$ cat src/rtl/regfile_pkg.sv
// -----------------------------------------------------------------------------
// regfile_pkg
// Shared definitions for the scoreboarded register file: default word width,
// default register count, and the data word type used by the design and its
// bench.
// -----------------------------------------------------------------------------
package regfile_pkg;

  localparam int XLEN_DEF  = 19;  // default data word width in bits
  localparam int NREGS_DEF = 8;   // default architectural register count

  typedef logic [XLEN_DEF-1:0] word_t;

endpackage : regfile_pkg

$ cat src/rtl/regfile_scoreboard.sv
// -----------------------------------------------------------------------------
// regfile_scoreboard
// Tracks which architectural registers have a write-back outstanding.
//   - An issue reserves its destination (busy set) when accepted.
//   - A write-back releases its destination (busy cleared).
//   - Issue and write-back to the same register in one cycle: the set wins.
//   - Flush clears every reservation and blocks any concurrent issue.
//   - Register 0 never goes busy.
// Ports:
//   clk, reset_n          clock, asynchronous active-low reset
//   wr_en_i, rd_addr_i    write-back valid and destination
//   iss_en_i, iss_addr_i  issue request and destination to reserve
//   flush_i               drop all reservations
//   busy_o                current busy vector (bit 0 is always 0)
//   iss_ready_o           issue accepted this cycle
//   busy_cnt_o            registered population count of the busy vector
// -----------------------------------------------------------------------------
module regfile_scoreboard
  import regfile_pkg::*;
#(
  parameter  int NREGS = NREGS_DEF,
  localparam int AW    = $clog2(NREGS)
) (
  input  logic             clk,
  input  logic             reset_n,
  input  logic             wr_en_i,
  input  logic [AW-1:0]    rd_addr_i,
  input  logic             iss_en_i,
  input  logic [AW-1:0]    iss_addr_i,
  input  logic             flush_i,
  output logic [NREGS-1:0] busy_o,
  output logic             iss_ready_o,
  output logic [AW:0]      busy_cnt_o
);

  logic [NREGS-1:0] r_busy;
  logic [NREGS-1:0] w_busy_next;
  logic [AW:0]      r_busy_cnt;
  logic [AW:0]      w_cnt_next;
  logic             w_wb_same;

  // A write-back landing on the issue destination this cycle frees it in time.
  assign w_wb_same = wr_en_i && (rd_addr_i == iss_addr_i);

  // Gated by reset_n so an issue is never reported accepted while in reset.
  assign iss_ready_o = reset_n && iss_en_i && !flush_i &&
                       ((iss_addr_i == '0) || !r_busy[iss_addr_i] || w_wb_same);

  // Priority, lowest to highest: hold, write-back clear, issue set, flush.
  always_comb begin
    // NOTE: every combinational output gets a default first so no path leaves
    // it unassigned, which would otherwise infer a latch.
    w_busy_next = r_busy;
    if (wr_en_i) begin
      w_busy_next[rd_addr_i] = 1'b0;
    end
    if (iss_ready_o) begin
      w_busy_next[iss_addr_i] = 1'b1;
    end
    if (flush_i) begin
      w_busy_next = '0;
    end
    w_busy_next[0] = 1'b0;
  end

  // Count is taken from the next vector so busy_cnt_o tracks busy_o exactly.
  always_comb begin
    w_cnt_next = '0;
    for (int i = 1; i < NREGS; i++) begin
      w_cnt_next = w_cnt_next + {{AW{1'b0}}, w_busy_next[i]};
    end
  end

  always_ff @(posedge clk or negedge reset_n) begin
    // NOTE: state registers use non-blocking assignments so every flop samples
    // the pre-edge values regardless of statement order.
    if (!reset_n) begin
      r_busy     <= '0;
      r_busy_cnt <= '0;
    end else begin
      r_busy     <= w_busy_next;
      r_busy_cnt <= w_cnt_next;
    end
  end

  assign busy_o     = r_busy;
  assign busy_cnt_o = r_busy_cnt;

endmodule : regfile_scoreboard

$ cat src/rtl/regfile_sb.sv
// -----------------------------------------------------------------------------
// regfile_sb
// Register file with write-back bypass and a busy scoreboard for in-order
// issue. Register 0 reads as zero and is never reserved.
// Ports:
//   clk, reset_n   clock, asynchronous active-low reset
//   rs_addr_i      NRD read addresses
//   rs_data_o      NRD read data (zero latency, write-back bypassed)
//   rs_busy_o      NRD pending-write flags for the read addresses
//   wr_en_i        write-back valid
//   rd_addr_i      write-back destination
//   wr_data_i      write-back data
//   iss_en_i       issue request
//   iss_addr_i     destination to reserve
//   iss_ready_o    issue accepted this cycle
//   flush_i        drop all reservations
//   busy_cnt_o     registered count of busy registers
// -----------------------------------------------------------------------------
module regfile_sb
  import regfile_pkg::*;
#(
  parameter  int XLEN  = XLEN_DEF,
  parameter  int NREGS = NREGS_DEF,
  parameter  int NRD   = 2,
  localparam int AW    = $clog2(NREGS)
) (
  input  logic                      clk,
  input  logic                      reset_n,
  input  logic [NRD-1:0][AW-1:0]    rs_addr_i,
  output logic [NRD-1:0][XLEN-1:0]  rs_data_o,
  output logic [NRD-1:0]            rs_busy_o,
  input  logic                      wr_en_i,
  input  logic [AW-1:0]             rd_addr_i,
  input  logic [XLEN-1:0]           wr_data_i,
  input  logic                      iss_en_i,
  input  logic [AW-1:0]             iss_addr_i,
  output logic                      iss_ready_o,
  input  logic                      flush_i,
  output logic [AW:0]               busy_cnt_o
);

  logic [XLEN-1:0]  r_regs [NREGS];
  logic [NREGS-1:0] w_busy;

  regfile_scoreboard #(
    .NREGS (NREGS)
  ) u_scoreboard (
    .clk         (clk),
    .reset_n     (reset_n),
    .wr_en_i     (wr_en_i),
    .rd_addr_i   (rd_addr_i),
    .iss_en_i    (iss_en_i),
    .iss_addr_i  (iss_addr_i),
    .flush_i     (flush_i),
    .busy_o      (w_busy),
    .iss_ready_o (iss_ready_o),
    .busy_cnt_o  (busy_cnt_o)
  );

  // Writes to register 0 are dropped, so its entry holds zero from reset on.
  always_ff @(posedge clk or negedge reset_n) begin
    if (!reset_n) begin
      // NOTE: this array is a handful of flops, not a RAM macro, so it can be
      // cleared by reset; a real SRAM would need a separate init sequence.
      for (int i = 0; i < NREGS; i++) begin
        r_regs[i] <= '0;
      end
    end else if (wr_en_i && (rd_addr_i != '0)) begin
      r_regs[rd_addr_i] <= wr_data_i;
    end
  end

  // Each read port is an identical copy; the bypass is gated by reset_n so
  // a write-back presented during reset cannot leak onto the read data.
  for (genvar k = 0; k < NRD; k++) begin : g_rd
    logic w_bypass;

    assign w_bypass = reset_n && wr_en_i && (rd_addr_i == rs_addr_i[k]) &&
                      (rs_addr_i[k] != '0);

    assign rs_data_o[k] = w_bypass ? wr_data_i : r_regs[rs_addr_i[k]];
    assign rs_busy_o[k] = !w_bypass && w_busy[rs_addr_i[k]];
  end

endmodule : regfile_sb

$ cat config.mk
export PLATFORM = sky130hd
export DESIGN_NAME = regfile_sb
export DESIGN_NICKNAME = d
export VERILOG_FILES = /design/src/rtl/regfile_pkg.sv /design/src/rtl/regfile_scoreboard.sv /design/src/rtl/regfile_sb.sv
export SDC_FILE = /design/constraint.sdc
export NUM_CORES = 1
export LEC_CHECK = 0
export CORE_MARGIN = 2
export CORE_UTILIZATION = 43
export DETAILED_ROUTE_END_ITERATION = 7
export PLACE_DENSITY = 0.71
export SLEW_MARGIN = 25
export SYNTH_ARGS = -nofsm -noshare
export SYNTH_HDL_FRONTEND = slang
export SYNTH_SLANG_ARGS = --single-unit
$ cat constraint.sdc
create_clock -name clk -period 5.6 [get_ports clk]
set_input_delay 1.4 -clock clk [delete_from_list [all_inputs] [get_ports clk]]
set_output_delay 1.4 -clock clk [all_outputs]
set_load 0.01 [all_outputs]
==> key figures <==
Run status
  • Outcome: completed

Finish
  • Area grow syn2layout: 19.0%
  • # fillers: 1714
  • Share of cells above drive strength 1: 44.7%
  • Non-filler cells, final: between 900 and 1000
  • Antenna cells: 0
  • Layout Nets: 737

Critical path
  • Crit-path max FO: 11
  • Crit. End Element: output pin
  • Flop-to-flop setup slack: 1.94 ns
  • Crit start category: input port
  • CP required: around 4.2 ns
  • FF-to-FF Start: u_scoreboard.busy_o[4]
  • Crit path capture: rs_data_o[9]
  • FF-to-FF path depth: 13
  • CP startpoint: rd_addr_i[1]
  • Arr. time, crit path: 3.82 ns
  • R2r endpoint: u_scoreboard.busy_cnt_o[2]
  • Worst Setup Path Type: in -> out

Logic synthesis
  • Mapped cell area: between 0.009 and 0.01 mm2
  • Register area share after synthesis: 44.2%
  • Ys Warns: 0
  • Distinct cells, synth: 38
  • EDFF count, synth: 0
  • Mean area per synthesized cell: 14.3 um2
  • Synthesized instance count: between 600 and 700
  • Seq cells post-synth: 163
  • Syn nets: 687
  • Async set-reset flop share out of synthesis: 100%
  • Main synth FF type: dfrtp_1

STA
  • # setup viols final: 0
  • Slew @ Worst Pin: 0.820 ns
  • Final hold vios: 0
  • Final period util: 93.2%
  • Fin crit period: 5.22 ns
  • Setup TNS: 0 ns
  • Worst Skew: 0.00283 ns
  • Slew HR: 45.4%
  • Fmax: 0.192 GHz
  • RSZ-0062 raised after global routing: false
  • Final Slew Violations: 0

Clock tree
  • Post-cts resize count: 0
  • CTS tree: done
  • CTS Buffer Depth: 2
  • Clock Tree Root: clkbuf_16
  • CTS clk-pin slew, worst paths: 0.06 ns
  • Setup Buffers After CTS: 0
  • Clock latency on the worst-skew pair: ~0.42 ns
  • CTS sink cnt: 163
  • CTS hold repair buffers: 0
  • CTS Buf Count: 17
  • Max H-tree Level: 4

Floorplanning
  • Core box area: ~0.021 mm2
  • Io pins: 81
  • Die X: 151 um
  • Row count: 53
  • Die area: ~0.023 mm2
  • Die Height: 151 um
  • Starting Density: 43.9%

Placement
  • Post-detail-place hpwl: approximately 14000 um
  • DP Cell Count: 950
  • IO Port Bufs: 80
  • Routability Congestion: approximately 0.84

Pwr
  • Comb power frac: around 25%
  • Max IR drop VDD: 0.232 mV
  • Net Sw Power: 0.982 mW
  • Power Density: 346 mW/mm2
  • Internal: 2.82 mW
  • Leak pwr: 4.61 nW
  • Clk pwr share: between 30% and 40%
  • Sequential share of power: 40.8%
  • Sw Share: 25.8%

Global route
  • Grt ovf: 0
  • Initial antenna violation count: 0
  • Vias in the first global route: 6428
  • First-pass GRT wire length: 37100 um
  • Pin count of the biggest net entering global routing: approximately 150
  • Total GRT Usage: 22.0%

Drt
  • DRC Markers: 0
  • Number of DRC markers in iteration 0: between 300 and 400
  • Antenna-violating nets left: 0
  • DR vias: approximately 5800
  • Routed len/inst: 23.6 um
  • TritonRoute pass-1 iters: 5
  • Drt total wl: 23200 um
  • Via density: 5.88

Flow run
  • Max Cap Viol: 0

Min path
  • Hold_sp: r_regs[145]
  • HP Class: reg -> reg
## per-layer routing
layer  vias up  track usage, %  share of wire (%)  wire length [um]
met5         -               0                  0                 0
met4         0            7.17                1.7               405
met3        28            4.18                4.1               941
met2       155            37.5                 52             11900
met1      3069            28.4                 43              9880
li1       2525               -                  -                 -
## cells in the final DEF (no fill, tap or decap), types with 2 or more instances in the layout
cell type and n:
o31ai_1 4, nor2_1 4, clkbuf_16 17, nand4b_1 3
nor2b_1 2, ha_1 4, fa_1 3, a211oi_1 2
mux4_1 17, xnor2_1 6, a21oi_1 4, nor4bb_4 2
clkinv_2 2, nand3b_1 5, o2111ai_1 2, xor2_1 2
mux4_2 61, nor3_1 2, clkdlybuf4s50_1 75, nand2_1 58
o21a_1 2, mux2i_1 5, inv_1 10, buf_4 16
nand4_1 2, o32ai_1 2, mux2_2 190, buf_2 4
nand2b_1 4, dfrtp_1 163, o31a_1 4, buf_12 6
bufinv_16 5, clkbuf_8 3, clkinv_4 4
## worst max-delay path, cell delays in order
cell and delay (ns):
clkdlybuf4s50_1 0.76, o2111ai_1 0.22, a211oi_4 0.29, buf_4 0.28, mux2_2 0.37, clkdlybuf4s50_1 0.48
## worst min path at each step
| stage | end | slack, ns | cells past startpoint |
|---|---|---|---|
| after CTS | r_regs[148] | 0.40 | 0 |
| final | r_regs[145] | 0.40 | 0 |
| after detailed placement | r_regs[140] | 0.38 | 0 |
| after global routing | r_regs[144] | 0.41 | 0 |
| after global placement | r_regs[136] | 0.37 | 0 |
| after floorplan | r_regs[133] | 0.44 | 1 |
## synth_stat cells (3+ instances only)
cell type	n	area share, %
a211oi_1	3	0.24
a21oi_1	4	0.22
buf_1	5	0.20
buf_2	20	1.1
buf_6	5	0.61
clkbuf_1	41	1.7
dfrtp_1	163	44
fa_1	3	0.65
ha_1	4	0.54
inv_1	10	0.41
mux2_2	190	23
mux2i_1	5	0.54
mux4_1	17	4.8
mux4_2	61	15
nand2_1	58	2.4
nand2b_1	4	0.27
nand3b_1	5	0.41
nand4b_1	3	0.28
nor2_1	4	0.16
nor3_1	3	0.16
o31a_1	4	0.38
o31ai_1	4	0.33
xnor2_1	6	0.57
## cells by family (layout without fill, tap and decap cells)
kind of cell    after synthesis  count (layout)  share of synthesized area, %
fa+ha+maj                     7               7                          1.19
compound gates               26              26                          2.14
mux                         273             273                          43.4
xor+xnor                      8               8                         0.759
simple gates                 86              86                          4.36
flops                       163             163                          44.2
buf+inv                      81             144                          3.97
## area by class of cell
| class | count | area (um2) | area share, % |
|---|---|---|---|
| clock buffers | 20 | 467 | 4.25 |
| clock inverters | 12 | 203 | 1.84 |
| inverters | 10 | 37.5 | 0.342 |
| multi-input cells | 400 | 4840 | 44.0 |
| flip-flops and latches | 163 | 4080 | 37.1 |
| well taps | 275 | 344 | 3.13 |
| repair buffers | 102 | 1020 | 9.30 |
## flip-flops by register name, summed over array words and instances (netlist names)
signal                   flops
r_regs                     152
u_scoreboard.busy_o          7
u_scoreboard.busy_cnt_o      4
## power groups by stage
stage          combinational, mW  clock [mW]  sequential [mW]
2_1_floorplan              0.633           0             1.51
3_3_place_gp               0.921           0             1.53
3_5_place_dp               0.950           0             1.57
4_1_cts                    0.961        1.33             1.55
5_1_grt                     1.02        1.38             1.58
6_report                   0.949        1.30             1.55
## stage by stage
step	hold WS [ns]	setup WS, ns	power, mW	area [um2]	utilization, %
final	0.399	0.380	3.80	11000	52.3
after global routing	0.409	0.283	3.98	11000	52.3
after global placement	0.374	0.354	2.45	10300	49.1
after CTS	0.397	0.383	3.83	11000	52.3
after detailed placement	0.383	0.183	2.52	10300	49.1
after floorplan	0.438	0.982	2.14	9240	-
(Power assumes the default switching activity.)
